--- src/rtl/latency_monitor_pkg.sv ---
// Shared types and helpers for the multi-channel input-latency monitor.
//   disp_sel_t   : statistic routed to the HEX displays
//   chan_state_t : per-channel measurement state
//   ch_width()   : width of a channel-select field (never below 1 bit)
package latency_monitor_pkg;

  typedef enum logic [1:0] {
    LAST    = 2'd0,
    MIN     = 2'd1,
    MAX     = 2'd2,
    SAMPLES = 2'd3
  } disp_sel_t;

  typedef enum logic {
    IDLE  = 1'b0,
    COUNT = 1'b1
  } chan_state_t;

  localparam int unsigned DISP_W     = 24;
  localparam int unsigned NUM_DIGITS = 6;

  function automatic int unsigned ch_width(input int unsigned n);
    return (n > 1) ? $clog2(n) : 1;
  endfunction

endpackage

--- src/rtl/latency_monitor_if.sv ---
// Bus between the game-side logic and the latency monitor.
//   state_update : per-channel one-cycle pulse, game state changed
//   V_SYNC       : vertical sync from the (S)VGA timing module
//   clear_stats  : synchronous clear of min/max/samples/overflow
//   disp_ch      : channel shown on the displays
//   disp_sel     : statistic shown on the displays
//   overflow     : sticky per-channel counter saturation
//   busy         : per-channel measurement in progress
//   HEX0..HEX5   : seven-segment outputs, HEX0 least significant
// master drives the stimulus side, slave is the monitor.
interface latency_monitor_if
  import latency_monitor_pkg::*;
#(
  parameter int unsigned NUM_CH = 2
);

  localparam int unsigned CH_W = ch_width(NUM_CH);

  logic [NUM_CH-1:0] state_update;
  logic              V_SYNC;
  logic              clear_stats;
  logic [CH_W-1:0]   disp_ch;
  disp_sel_t         disp_sel;
  logic [NUM_CH-1:0] overflow;
  logic [NUM_CH-1:0] busy;
  logic [6:0]        HEX0;
  logic [6:0]        HEX1;
  logic [6:0]        HEX2;
  logic [6:0]        HEX3;
  logic [6:0]        HEX4;
  logic [6:0]        HEX5;

  modport master (
    output state_update, V_SYNC, clear_stats, disp_ch, disp_sel,
    input  overflow, busy, HEX0, HEX1, HEX2, HEX3, HEX4, HEX5
  );

  modport slave (
    input  state_update, V_SYNC, clear_stats, disp_ch, disp_sel,
    output overflow, busy, HEX0, HEX1, HEX2, HEX3, HEX4, HEX5
  );

endinterface

--- src/rtl/SevenSegmentDigit.sv ---
// Hex nibble to active-low seven-segment decoder (segment order gfedcba).
//   value    : nibble to show
//   blank    : force all segments off
//   segments : active-low segment drives
module SevenSegmentDigit (
  input  logic [3:0] value,
  input  logic       blank,
  output logic [6:0] segments
);

  always_comb begin
    segments = 7'h7F;
    if (!blank) begin
      unique case (value)
        4'h0: segments = 7'h40;
        4'h1: segments = 7'h79;
        4'h2: segments = 7'h24;
        4'h3: segments = 7'h30;
        4'h4: segments = 7'h19;
        4'h5: segments = 7'h12;
        4'h6: segments = 7'h02;
        4'h7: segments = 7'h78;
        4'h8: segments = 7'h00;
        4'h9: segments = 7'h10;
        4'hA: segments = 7'h08;
        4'hB: segments = 7'h03;
        4'hC: segments = 7'h46;
        4'hD: segments = 7'h21;
        4'hE: segments = 7'h06;
        4'hF: segments = 7'h0E;
      endcase
    end
  end

endmodule

--- src/rtl/latency_channel.sv ---
// One latency-measurement channel: IDLE/COUNT FSM, saturating cycle counter,
// last/min/max/sample statistics and a sticky overflow flag.
//   clk, rst     : clock, asynchronous active-high reset
//   state_update : start (or restart) a measurement
//   vs_edge      : shared qualifying sync edge
//   clear_stats  : clear min/max/samples/overflow
//   busy         : measurement in progress
//   overflow     : counter reached saturation since last clear
//   last, min_val, max_val, samples : statistics
module latency_channel
  import latency_monitor_pkg::*;
#(
  parameter int unsigned CNT_W         = 24,
  parameter int unsigned SAMPLE_W      = 16,
  parameter int unsigned COMPUTE_DELAY = 4
) (
  input  logic                clk,
  input  logic                rst,
  input  logic                state_update,
  input  logic                vs_edge,
  input  logic                clear_stats,
  output logic                busy,
  output logic                overflow,
  output logic [CNT_W-1:0]    last,
  output logic [CNT_W-1:0]    min_val,
  output logic [CNT_W-1:0]    max_val,
  output logic [SAMPLE_W-1:0] samples
);

  localparam logic [CNT_W-1:0]    CNT_MAX    = '1;
  localparam logic [SAMPLE_W-1:0] SAMPLE_MAX = '1;

  chan_state_t         state_q, state_d;
  logic [CNT_W-1:0]    cnt_q, cnt_d;
  logic [CNT_W-1:0]    last_q, last_d;
  logic [CNT_W-1:0]    min_q, min_d;
  logic [CNT_W-1:0]    max_q, max_d;
  logic [SAMPLE_W-1:0] samples_q, samples_d;
  logic                ovf_q, ovf_d;
  logic                complete;

  // Edges arriving before the game logic could have produced a frame are ignored.
  assign complete = (state_q == COUNT) && vs_edge && (32'(cnt_q) >= COMPUTE_DELAY);

  always_comb begin
    state_d   = state_q;
    cnt_d     = cnt_q;
    last_d    = last_q;
    min_d     = min_q;
    max_d     = max_q;
    samples_d = samples_q;
    ovf_d     = ovf_q;

    if (state_update) begin
      // A fresh update restarts timing; a coinciding completion is discarded.
      state_d = COUNT;
      cnt_d   = '0;
    end else if (state_q == COUNT) begin
      if (complete) begin
        state_d = IDLE;
        last_d  = cnt_q;
        if (cnt_q < min_q) min_d = cnt_q;
        if (cnt_q > max_q) max_d = cnt_q;
        if (samples_q != SAMPLE_MAX) samples_d = samples_q + SAMPLE_W'(1);
      end else if (cnt_q != CNT_MAX) begin
        cnt_d = cnt_q + CNT_W'(1);
        if (cnt_d == CNT_MAX) ovf_d = 1'b1;
      end
    end

    if (clear_stats) begin
      min_d     = '1;
      max_d     = '0;
      samples_d = '0;
      ovf_d     = 1'b0;
    end
  end

  always_ff @(posedge clk or posedge rst) begin
    if (rst) begin
      state_q   <= IDLE;
      cnt_q     <= '0;
      last_q    <= '0;
      min_q     <= '1;
      max_q     <= '0;
      samples_q <= '0;
      ovf_q     <= 1'b0;
    end else begin
      state_q   <= state_d;
      cnt_q     <= cnt_d;
      last_q    <= last_d;
      min_q     <= min_d;
      max_q     <= max_d;
      samples_q <= samples_d;
      ovf_q     <= ovf_d;
    end
  end

  assign busy     = (state_q == COUNT);
  assign overflow = ovf_q;
  assign last     = last_q;
  assign min_val  = min_q;
  assign max_val  = max_q;
  assign samples  = samples_q;

endmodule

--- src/rtl/latency_monitor.sv ---
// Multi-channel input-latency monitor. Measures cycles from each channel's
// state update to the next qualifying vertical-sync edge and shows a selected
// statistic on six seven-segment digits.
//   clk, rst : clock, asynchronous active-high reset
//   bus      : latency_monitor_if slave (inputs, busy/overflow, HEX0..HEX5)
module latency_monitor
  import latency_monitor_pkg::*;
#(
  parameter int unsigned NUM_CH           = 2,
  parameter int unsigned CNT_W            = 24,
  parameter int unsigned SAMPLE_W         = 16,
  parameter int unsigned COMPUTE_DELAY    = 4,
  parameter int unsigned VSYNC_ACTIVE_LOW = 1,
  parameter int unsigned BLANK_ZEROS      = 1
) (
  input  logic            clk,
  input  logic            rst,
  latency_monitor_if.slave bus
);

  localparam int unsigned CH_W = ch_width(NUM_CH);

  logic                sync_act;
  logic                sync_prev_q;
  logic                vs_edge;
  logic [NUM_CH-1:0]   busy_vec;
  logic [NUM_CH-1:0]   ovf_vec;
  logic [CNT_W-1:0]    last_arr [NUM_CH];
  logic [CNT_W-1:0]    min_arr  [NUM_CH];
  logic [CNT_W-1:0]    max_arr  [NUM_CH];
  logic [SAMPLE_W-1:0] samp_arr [NUM_CH];
  logic [DISP_W-1:0]   disp_d, disp_q;
  logic [NUM_DIGITS-1:0] blank;
  logic [6:0]          hex [NUM_DIGITS];

  // Normalise polarity so sync_act is high during the sync pulse.
  assign sync_act = bus.V_SYNC ^ (VSYNC_ACTIVE_LOW != 0);
  assign vs_edge  = sync_act & ~sync_prev_q;

  always_ff @(posedge clk or posedge rst) begin
    if (rst) begin
      sync_prev_q <= 1'b0;
    end else begin
      sync_prev_q <= sync_act;
    end
  end

  for (genvar g = 0; g < NUM_CH; g++) begin : g_ch
    latency_channel #(
      .CNT_W        (CNT_W),
      .SAMPLE_W     (SAMPLE_W),
      .COMPUTE_DELAY(COMPUTE_DELAY)
    ) u_ch (
      .clk         (clk),
      .rst         (rst),
      .state_update(bus.state_update[g]),
      .vs_edge     (vs_edge),
      .clear_stats (bus.clear_stats),
      .busy        (busy_vec[g]),
      .overflow    (ovf_vec[g]),
      .last        (last_arr[g]),
      .min_val     (min_arr[g]),
      .max_val     (max_arr[g]),
      .samples     (samp_arr[g])
    );
  end

  assign bus.busy     = busy_vec;
  assign bus.overflow = ovf_vec;

  // An unmatched disp_ch (beyond NUM_CH) leaves the value at zero.
  always_comb begin
    disp_d = '0;
    for (int i = 0; i < NUM_CH; i++) begin
      if (bus.disp_ch == CH_W'(i)) begin
        unique case (bus.disp_sel)
          LAST:    disp_d = DISP_W'(last_arr[i]);
          MIN:     disp_d = (samp_arr[i] == '0) ? '0 : DISP_W'(min_arr[i]);
          MAX:     disp_d = DISP_W'(max_arr[i]);
          SAMPLES: disp_d = DISP_W'(samp_arr[i]);
        endcase
      end
    end
  end

  always_ff @(posedge clk or posedge rst) begin
    if (rst) begin
      disp_q <= '0;
    end else begin
      disp_q <= disp_d;
    end
  end

  for (genvar n = 0; n < NUM_DIGITS; n++) begin : g_digit
    if (n == 0) begin : g_lsd
      assign blank[n] = 1'b0;
    end else begin : g_msd
      // Leading zero: this nibble and every more significant one are zero.
      assign blank[n] = (BLANK_ZEROS != 0) && (disp_q[DISP_W-1:4*n] == '0);
    end

    SevenSegmentDigit u_digit (
      .value   (disp_q[4*n +: 4]),
      .blank   (blank[n]),
      .segments(hex[n])
    );
  end

  assign bus.HEX0 = hex[0];
  assign bus.HEX1 = hex[1];
  assign bus.HEX2 = hex[2];
  assign bus.HEX3 = hex[3];
  assign bus.HEX4 = hex[4];
  assign bus.HEX5 = hex[5];

endmodule

--- src/flat_wrapper.sv ---
// flat-port wrapper written by rule: the top's interface ports become plain ports
module latency_monitor_flat import latency_monitor_pkg::*;
#(
  parameter int unsigned NUM_CH           = 2,
  parameter int unsigned CNT_W            = 24,
  parameter int unsigned SAMPLE_W         = 16,
  parameter int unsigned COMPUTE_DELAY    = 4,
  parameter int unsigned VSYNC_ACTIVE_LOW = 1,
  parameter int unsigned BLANK_ZEROS      = 1
)
  (clk, rst, bus_state_update, bus_V_SYNC, bus_clear_stats, bus_disp_ch, bus_disp_sel, bus_overflow, bus_busy, bus_HEX0, bus_HEX1, bus_HEX2, bus_HEX3, bus_HEX4, bus_HEX5);
  latency_monitor_if #(.NUM_CH(NUM_CH)) bus_i ();
  input  logic clk;
  input  logic rst;
  input wire logic [$bits(bus_i.state_update)-1:0] bus_state_update;
  input wire logic [$bits(bus_i.V_SYNC)-1:0] bus_V_SYNC;
  input wire logic [$bits(bus_i.clear_stats)-1:0] bus_clear_stats;
  input wire logic [$bits(bus_i.disp_ch)-1:0] bus_disp_ch;
  input wire logic [$bits(bus_i.disp_sel)-1:0] bus_disp_sel;
  output wire logic [$bits(bus_i.overflow)-1:0] bus_overflow;
  output wire logic [$bits(bus_i.busy)-1:0] bus_busy;
  output wire logic [$bits(bus_i.HEX0)-1:0] bus_HEX0;
  output wire logic [$bits(bus_i.HEX1)-1:0] bus_HEX1;
  output wire logic [$bits(bus_i.HEX2)-1:0] bus_HEX2;
  output wire logic [$bits(bus_i.HEX3)-1:0] bus_HEX3;
  output wire logic [$bits(bus_i.HEX4)-1:0] bus_HEX4;
  output wire logic [$bits(bus_i.HEX5)-1:0] bus_HEX5;
  assign bus_i.state_update = bus_state_update;
  assign bus_i.V_SYNC = bus_V_SYNC;
  assign bus_i.clear_stats = bus_clear_stats;
  assign bus_i.disp_ch = bus_disp_ch;
  assign bus_i.disp_sel = bus_disp_sel;
  assign bus_overflow = bus_i.overflow;
  assign bus_busy = bus_i.busy;
  assign bus_HEX0 = bus_i.HEX0;
  assign bus_HEX1 = bus_i.HEX1;
  assign bus_HEX2 = bus_i.HEX2;
  assign bus_HEX3 = bus_i.HEX3;
  assign bus_HEX4 = bus_i.HEX4;
  assign bus_HEX5 = bus_i.HEX5;
  latency_monitor #(.NUM_CH(NUM_CH), .CNT_W(CNT_W), .SAMPLE_W(SAMPLE_W), .COMPUTE_DELAY(COMPUTE_DELAY), .VSYNC_ACTIVE_LOW(VSYNC_ACTIVE_LOW), .BLANK_ZEROS(BLANK_ZEROS)) u_core (.clk(clk), .rst(rst), .bus(bus_i));
endmodule
--- config.mk ---
export PLATFORM = sky130hd
export DESIGN_NAME = latency_monitor_flat
export DESIGN_NICKNAME = d
export VERILOG_FILES = /design/src/rtl/latency_monitor_pkg.sv /design/src/rtl/latency_monitor_if.sv /design/src/rtl/SevenSegmentDigit.sv /design/src/rtl/latency_channel.sv /design/src/rtl/latency_monitor.sv /design/src/flat_wrapper.sv
export SDC_FILE = /design/constraint.sdc
export NUM_CORES = 1
export LEC_CHECK = 0
export ABC_AREA = 1
export CORE_MARGIN = 2
export CORE_UTILIZATION = 45
export CTS_BUF_LIST = sky130_fd_sc_hd__clkbuf_8
export DETAILED_ROUTE_END_ITERATION = 10
export SYNTH_ARGS = -nofsm -noshare
export SYNTH_HDL_FRONTEND = slang
export SYNTH_SLANG_ARGS = --single-unit
export TNS_END_PERCENT = 5
--- constraint.sdc ---
create_clock -name clk -period 13.02 [get_ports clk]
set_input_delay 3.255 -clock clk [delete_from_list [all_inputs] [get_ports clk]]
set_output_delay 3.255 -clock clk [all_outputs]
set_load 0.005 [all_outputs]
* Word level (Yosys, flattened, before mapping)
Memory sizes are Yosys's and may differ from the RTL's.
Index checks and enable logic that the tools add are counted.
** Operators by class
- Add/sub/neg operators :: 4
- Order comparisons :: 6
- Eq/ne operators :: 15
- Mux-type cells :: 66
- Bitwise gates (word level) :: 5
- Reductions and logical operators :: 42
** Operators with widths (number)
- 2-to-1 mux 24 bit :: 31
- one-hot mux 24 bit (4 select lines) :: 2
- 2-to-1 mux 16 bit :: 10
- adder 24 x 1 -> 24 bit (second input constant) :: 2
- equality test 24 bit (second input constant) :: 2
- greater-or-equal comparator 24 x 3 -> 1 bit (second input constant) :: 2
- > comparator 24 bit :: 2
- logical NOT 16 bit :: 3
- < comparator 24 bit :: 2
- != test 24 bit (second input constant) :: 2
- nonzero test 2 bit :: 18
- 2-to-1 mux 7 bit :: 5
- adder 16 x 1 -> 16 bit (second input constant) :: 2
- != test 16 bit (second input constant) :: 2
- AND reduction 4 bit :: 6
- logical NOT 20 bit :: 1
- 2-to-1 mux 1 bit :: 18
- logical NOT 12 bit :: 1
- AND reduction 3 bit :: 4
- AND reduction 5 bit :: 2
- logical NOT 8 bit :: 1
- != test 2 bit (second input constant) :: 4
- equality test 2 bit (second input constant) :: 2
- logical AND 1 bit :: 4
- other kinds (6) :: 10
** Storage, ports and cells
- Flip-flop bits (word level) :: 253
- Memory bits (read-only) :: 672
- Input port bits :: 9
- Output and inout bits :: 46
- Logic and storage cells :: 160
- Memories :: 6
** Memories
- (no name shown) :: depth 16, width 7, read ports 1, clocked after Yosys merged registers in 0, wr ports 0, RTL line SevenSegmentDigit.sv:14 : unique case (value)
- (no name shown) :: depth 16, width 7, read ports 1, clocked after Yosys merged registers in 0, wr ports 0, RTL line SevenSegmentDigit.sv:14
- (no name shown) :: depth 16, width 7, read ports 1, clocked after Yosys merged registers in 0, wr ports 0, RTL line SevenSegmentDigit.sv:14
- (no name shown) :: depth 16, width 7, read ports 1, clocked after Yosys merged registers in 0, wr ports 0, RTL line SevenSegmentDigit.sv:14
- (no name shown) :: depth 16, width 7, read ports 1, clocked after Yosys merged registers in 0, wr ports 0, RTL line SevenSegmentDigit.sv:14
- (no name shown) :: depth 16, width 7, read ports 1, clocked after Yosys merged registers in 0, wr ports 0, RTL line SevenSegmentDigit.sv:14

* Longest topological paths before layout
- Depth in word-level cells :: 8
- Gate-level depth with buffers :: 14
- Depth with buffers taken out :: 14

* Hierarchy
Synthesis repeated with hierarchy kept, for this count alone.
** Unflattened totals
- Cell total of the unflattened synthesis :: 2739
- Area total of the unflattened synthesis :: 19138.4 um^2
** Modules (own cells, without submodules)
- latency_channel :: instances 2, cells each 922, area each 7219.4 um^2, sequential area each 2882.8 um^2
- latency_monitor :: instances 1, cells each 589, area each 2941.6 um^2, sequential area each 625.6 um^2
- SevenSegmentDigit (u_core.g_digit[0].u_digit ...) :: instances 5, cells each 51, area each 292.8 um^2, sequential area each 0.0 um^2
- SevenSegmentDigit (u_core.g_digit[2].u_digit) :: instances 1, cells each 51, area each 294.0 um^2, sequential area each 0.0 um^2

* Worst setup path before layout
Ideal clock, no wire load.
- Kind :: reg2out
- Start point :: reg u_core.disp_q[20]
- End point :: out bus_HEX1[1]
- Arrival :: 1.699 ns
- Data required time :: 9.765 ns
- Slack :: 8.066 ns
- Cell stages (with the launch flop) :: 10
- Path buffers :: 0
- Path through :: dfrtp_1 > inv_1 > ha_1 > nand2_1 > nor2_1 > nand3_2 > nor3_2 > nand3_2 > nand3b_4 > o211ai_1
** Between the ends
- Word-level cells in the longest chain between the ends :: 2
** RTL lines
- from (decl) :: RTL line latency_monitor.sv:32 : logic [DISP_W-1:0] disp_d, disp_q;
- from (signal assigned) :: RTL line latency_monitor.sv:90 : disp_q <= disp_d;
- logical NOT 20 bit :: RTL line latency_monitor.sv:99 : assign blank[n] = (BLANK_ZEROS != 0) && (disp_q[DISP_W-1:4*n] == '0);
- 2-to-1 mux 7 bit :: RTL line SevenSegmentDigit.sv:13 : if (!blank) begin
- to (decl) :: RTL line flat_wrapper.sv:23 : output wire logic [$bits(bus_i.HEX1)-1:0] bus_HEX1;
Every way passes these cells.

* Worst setup path after layout
Same ends and word-level chain as after synthesis.

==> summary.txt <==
Outcome
  – Outcome: finished clean

Synth
  – Synth top area cells: dfrtp_1, nand2_1, ha_1
  – Register area share after synthesis: 36.5%
  – Number of synthesized flops with an enable pin: 0
  – Syn Inst Count: 2390
  – Ys Warns: 0
  – Ys async rst share: 100%
  – FF+latch count, synth: 253
  – Top cell type's share of synthesized area: 29.3%
  – Cell accounting for the most synthesized area: dfrtp_1
  – Top FF cell, synth: dfrtp_1
  – Mapped Area: 17500 µm²
  – Synthesized Nets: 2539
  – Most common cell in the netlist: nand2_1
  – Post-synth top cells: nand2_1, inv_1, nand3_1, dfrtp_1, nor2_1
  – Synthesized area per cell: 7.33 µm²
  – Post-synth cell types: 57

Clocking
  – CTS Root Cell: clkbuf_8
  – Clock Latency Late Sink: 620 ps
  – CTS clock-pin slew for the worst setup and hold paths: 60 ps
  – Setup Fix Bufs, Post-CTS: 0
  – Clk sinks: 253
  – CTS tree: built
  – Cts bufs inserted: 47
  – Hold_buf cts: 0
  – Max Root-Sink Buffers: 3
  – CTS-repair resized insts: 0
  – CTS H-Tree Depth: 2

Placement
  – Cell count after placement: 2873
  – DP HPWL: 39200 µm
  – Final GP Congestion: 0.919
  – Port Buffer Count: 54

Setup path
  – CP Class: reg -> out
  – Setup crit end: bus_HEX1[1]
  – CP cell instances: inv_1, ha_1, nand2_1, nor2_1, nand3_2, nor3_2, nand3_2, nand3b_4, o211ai_1, clkdlybuf4s50_1
  – Crit path max-delay family: simple AND/OR/NAND/NOR gates
  – CP Depth: 10
  – Crit-path max FO: 8
  – CP endpoint kind: output port
  – Top cell by count, worst path: nand3_2
  – Worst path required time: 9760 ps
  – Worst setup SP type: flop
  – Worst Path Buf+Inv: 2
  – Reg2Reg Depth: 9
  – Reg2reg start: u_core.g_ch[0].u_ch.cnt_q[16]
  – Slowest CP cell: clkdlybuf4s50_1
  – CP Launch Point: u_core.disp_q[20]
  – R2R Setup Slk: 9670 ps
  – Worst EP arrival: 3220 ps
  – Crit-path max cell delay: 530 ps
  – Crit Reg-Reg Endpoint: u_core.g_ch[0].u_ch.max_val[7]

Drt
  – Routed Antenna Nets: 0
  – Routed WL: 54600 µm
  – DR DRC count: 0
  – DR vias/cell: 5.64
  – Iter 0 DRT Violations: 1426
  – DR pass1 iterations: 5
  – Drt wl/cell: 18.4 µm
  – Via count: 16676

Pwr
  – Clock power share: 42.3%
  – Net Sw Power: 0.638 mW
  – Leak: 8.80 nW
  – Worst VDD drop: 62.0 µV
  – Switch share: 29.6%
  – Internal: 1.52 mW
  – Combinational power share: 16.3%
  – Part of the power in registers: 41.4%
  – Pwr/cell area: 111 nW/µm²

Timing
  – Fin Setup TNS: 0 ps
  – Crit path time final: 6480 ps
  – Worst Max-Slew Pin Slew: 1050 ps
  – RSZ-0062 raised after global routing: false
  – Worst relative slew slack: 29.8%
  – Max Clk Rate: 0.154 GHz
  – Final setup viols: 0
  – Final hold vios: 0
  – Fin. max-slew vios: 0
  – Final Skew: 34.4 ps
  – Period utilization: 49.8%

Final layout
  – Final Non-Filler Cells: 2959
  – Layout cells sized above 1: 9.18%
  – Ant diodes: 0
  – Nets: 2553
  – Utilization after layout: 50.4%
  – Layout area overhead: 11.0%

GRT
  – Largest net degree at the start of global routing: 145
  – Total grt overflow: 0
  – Overall global routing resource usage: 27.1%
  – First-pass GRT wire length: 88100 µm
  – Antenna violations before repair: 1
  – Vias in the first global route: 15966

Die
  – Full die area: 40500 µm²
  – FP Rows: 72
  – Top Ports: 55
  – Initial Utilization: 45.4%
  – Core area: 38600 µm²
  – Die height: 201 µm
  – Die extent in x: 201 µm

Hold path
  – Hold crit path type: reg -> reg

Run
  – Max_cap viols: 0
layer usage:
metal	part of all wire [%]	GRT usage (%)
met1	46	38.3
met5	0	0
met4	2.7	8.93
met3	6.9	4.83
met2	44	42.2
cells in the final DEF, fill, tap and decap left out, drive strengths merged, types with 12 or more instances in the layout:
cell type / instances
clkinv: 12
dfrtp: 205
xor2: 17
o22ai: 15
o211ai: 28
nor3: 39
o2111ai: 27
a21oi: 95
clkbuf: 58
nand3: 259
ha: 140
dfstp: 48
nand4: 55
nor2: 179
o21ai: 199
nand2: 654
inv: 285
buf: 14
clkdlybuf4s50: 53
worst min path at each step:
stage | start | end | slack (ps) | cells after the start
2_1_floorplan | u_core.g_ch[0].u_ch.last[5] | u_core.g_ch[0].u_ch.last[5] | 450 | 2
3_3_place_gp | u_core.g_ch[0].u_ch.samples[15] | u_core.g_ch[0].u_ch.samples[15] | 470 | 2
3_5_place_dp | u_core.g_ch[1].u_ch.last[14] | u_core.g_ch[1].u_ch.last[14] | 470 | 2
4_1_cts | u_core.g_ch[0].u_ch.min_val[6] | u_core.g_ch[0].u_ch.min_val[6] | 490 | 2
5_1_grt | u_core.g_ch[0].u_ch.min_val[6] | u_core.g_ch[0].u_ch.min_val[6] | 510 | 2
6_report | u_core.g_ch[1].u_ch.last[15] | u_core.g_ch[1].u_ch.last[15] | 490 | 2
power by group through the flow:
stage | Sequential (mW) | Clock, mW | Combinational [mW]
after CTS | 0.891 | 0.930 | 0.351
after global placement | 0.905 | 0 | 0.344
final | 0.893 | 0.912 | 0.351
after floorplan | 0.881 | 0 | 0.229
after detailed placement | 0.904 | 0 | 0.351
after global routing | 0.898 | 0.964 | 0.396
sequential cells by signal, summed over array words and instances (netlist names):
signal and flops:
u_core.g_ch.u_ch.min_val 48, u_core.sync_prev_q 1, u_core.g_ch.u_ch.max_val 48, u_core.g_ch.u_ch.overflow 2, u_core.g_ch.u_ch.busy 2, u_core.g_ch.u_ch.last 48, u_core.g_ch.u_ch.cnt_q 48, u_core.g_ch.u_ch.samples 32
u_core.disp_q 24
metrics by stage:
stage | power (mW) | cell area (µm²) | setup slack, ps | hold WS (ps)
finish | 2.16 | 19400 | 6540 | 487
CTS | 2.17 | 19400 | 6470 | 489
detailed placement | 1.25 | 18300 | 6570 | 473
floorplan | 1.11 | 17500 | 2890 | 448
global placement | 1.25 | 18300 | 6620 | 466
global route | 2.26 | 19400 | 6290 | 507
cells by family (layout without fill, tap and decap cells):
logic type,count (synthesis),in the layout,share of synthesized area [%]
buffers and inverters,378,429,8.73
AOI/OAI and AO/OA,396,396,13.4
and+or+nand+nor,1205,1205,30.5
xor gates and xnor gates,18,18,0.901
adders and majority gates,140,140,10.0
DFF,253,253,36.5
worst min-delay path: cells and delay by family (launching register included):
kind	cells	cell delay, ps
DFF	1	340
AOI/OAI and AO/OA	1	60
and+or+nand+nor	1	50
final cells by class:
| cell class | count | area, µm² |
|---|---|---|
| fill | 3864 | 19100 |
| clock inverter | 28 | 300 |
| sequential | 253 | 6390 |
| multi-input combinational | 1759 | 9600 |
| timing repair buffer | 67 | 646 |
| inverter | 276 | 1050 |
| tap | 518 | 648 |
| clock buffer | 58 | 798 |
Note: power is estimated with default switching activity, not from simulation.
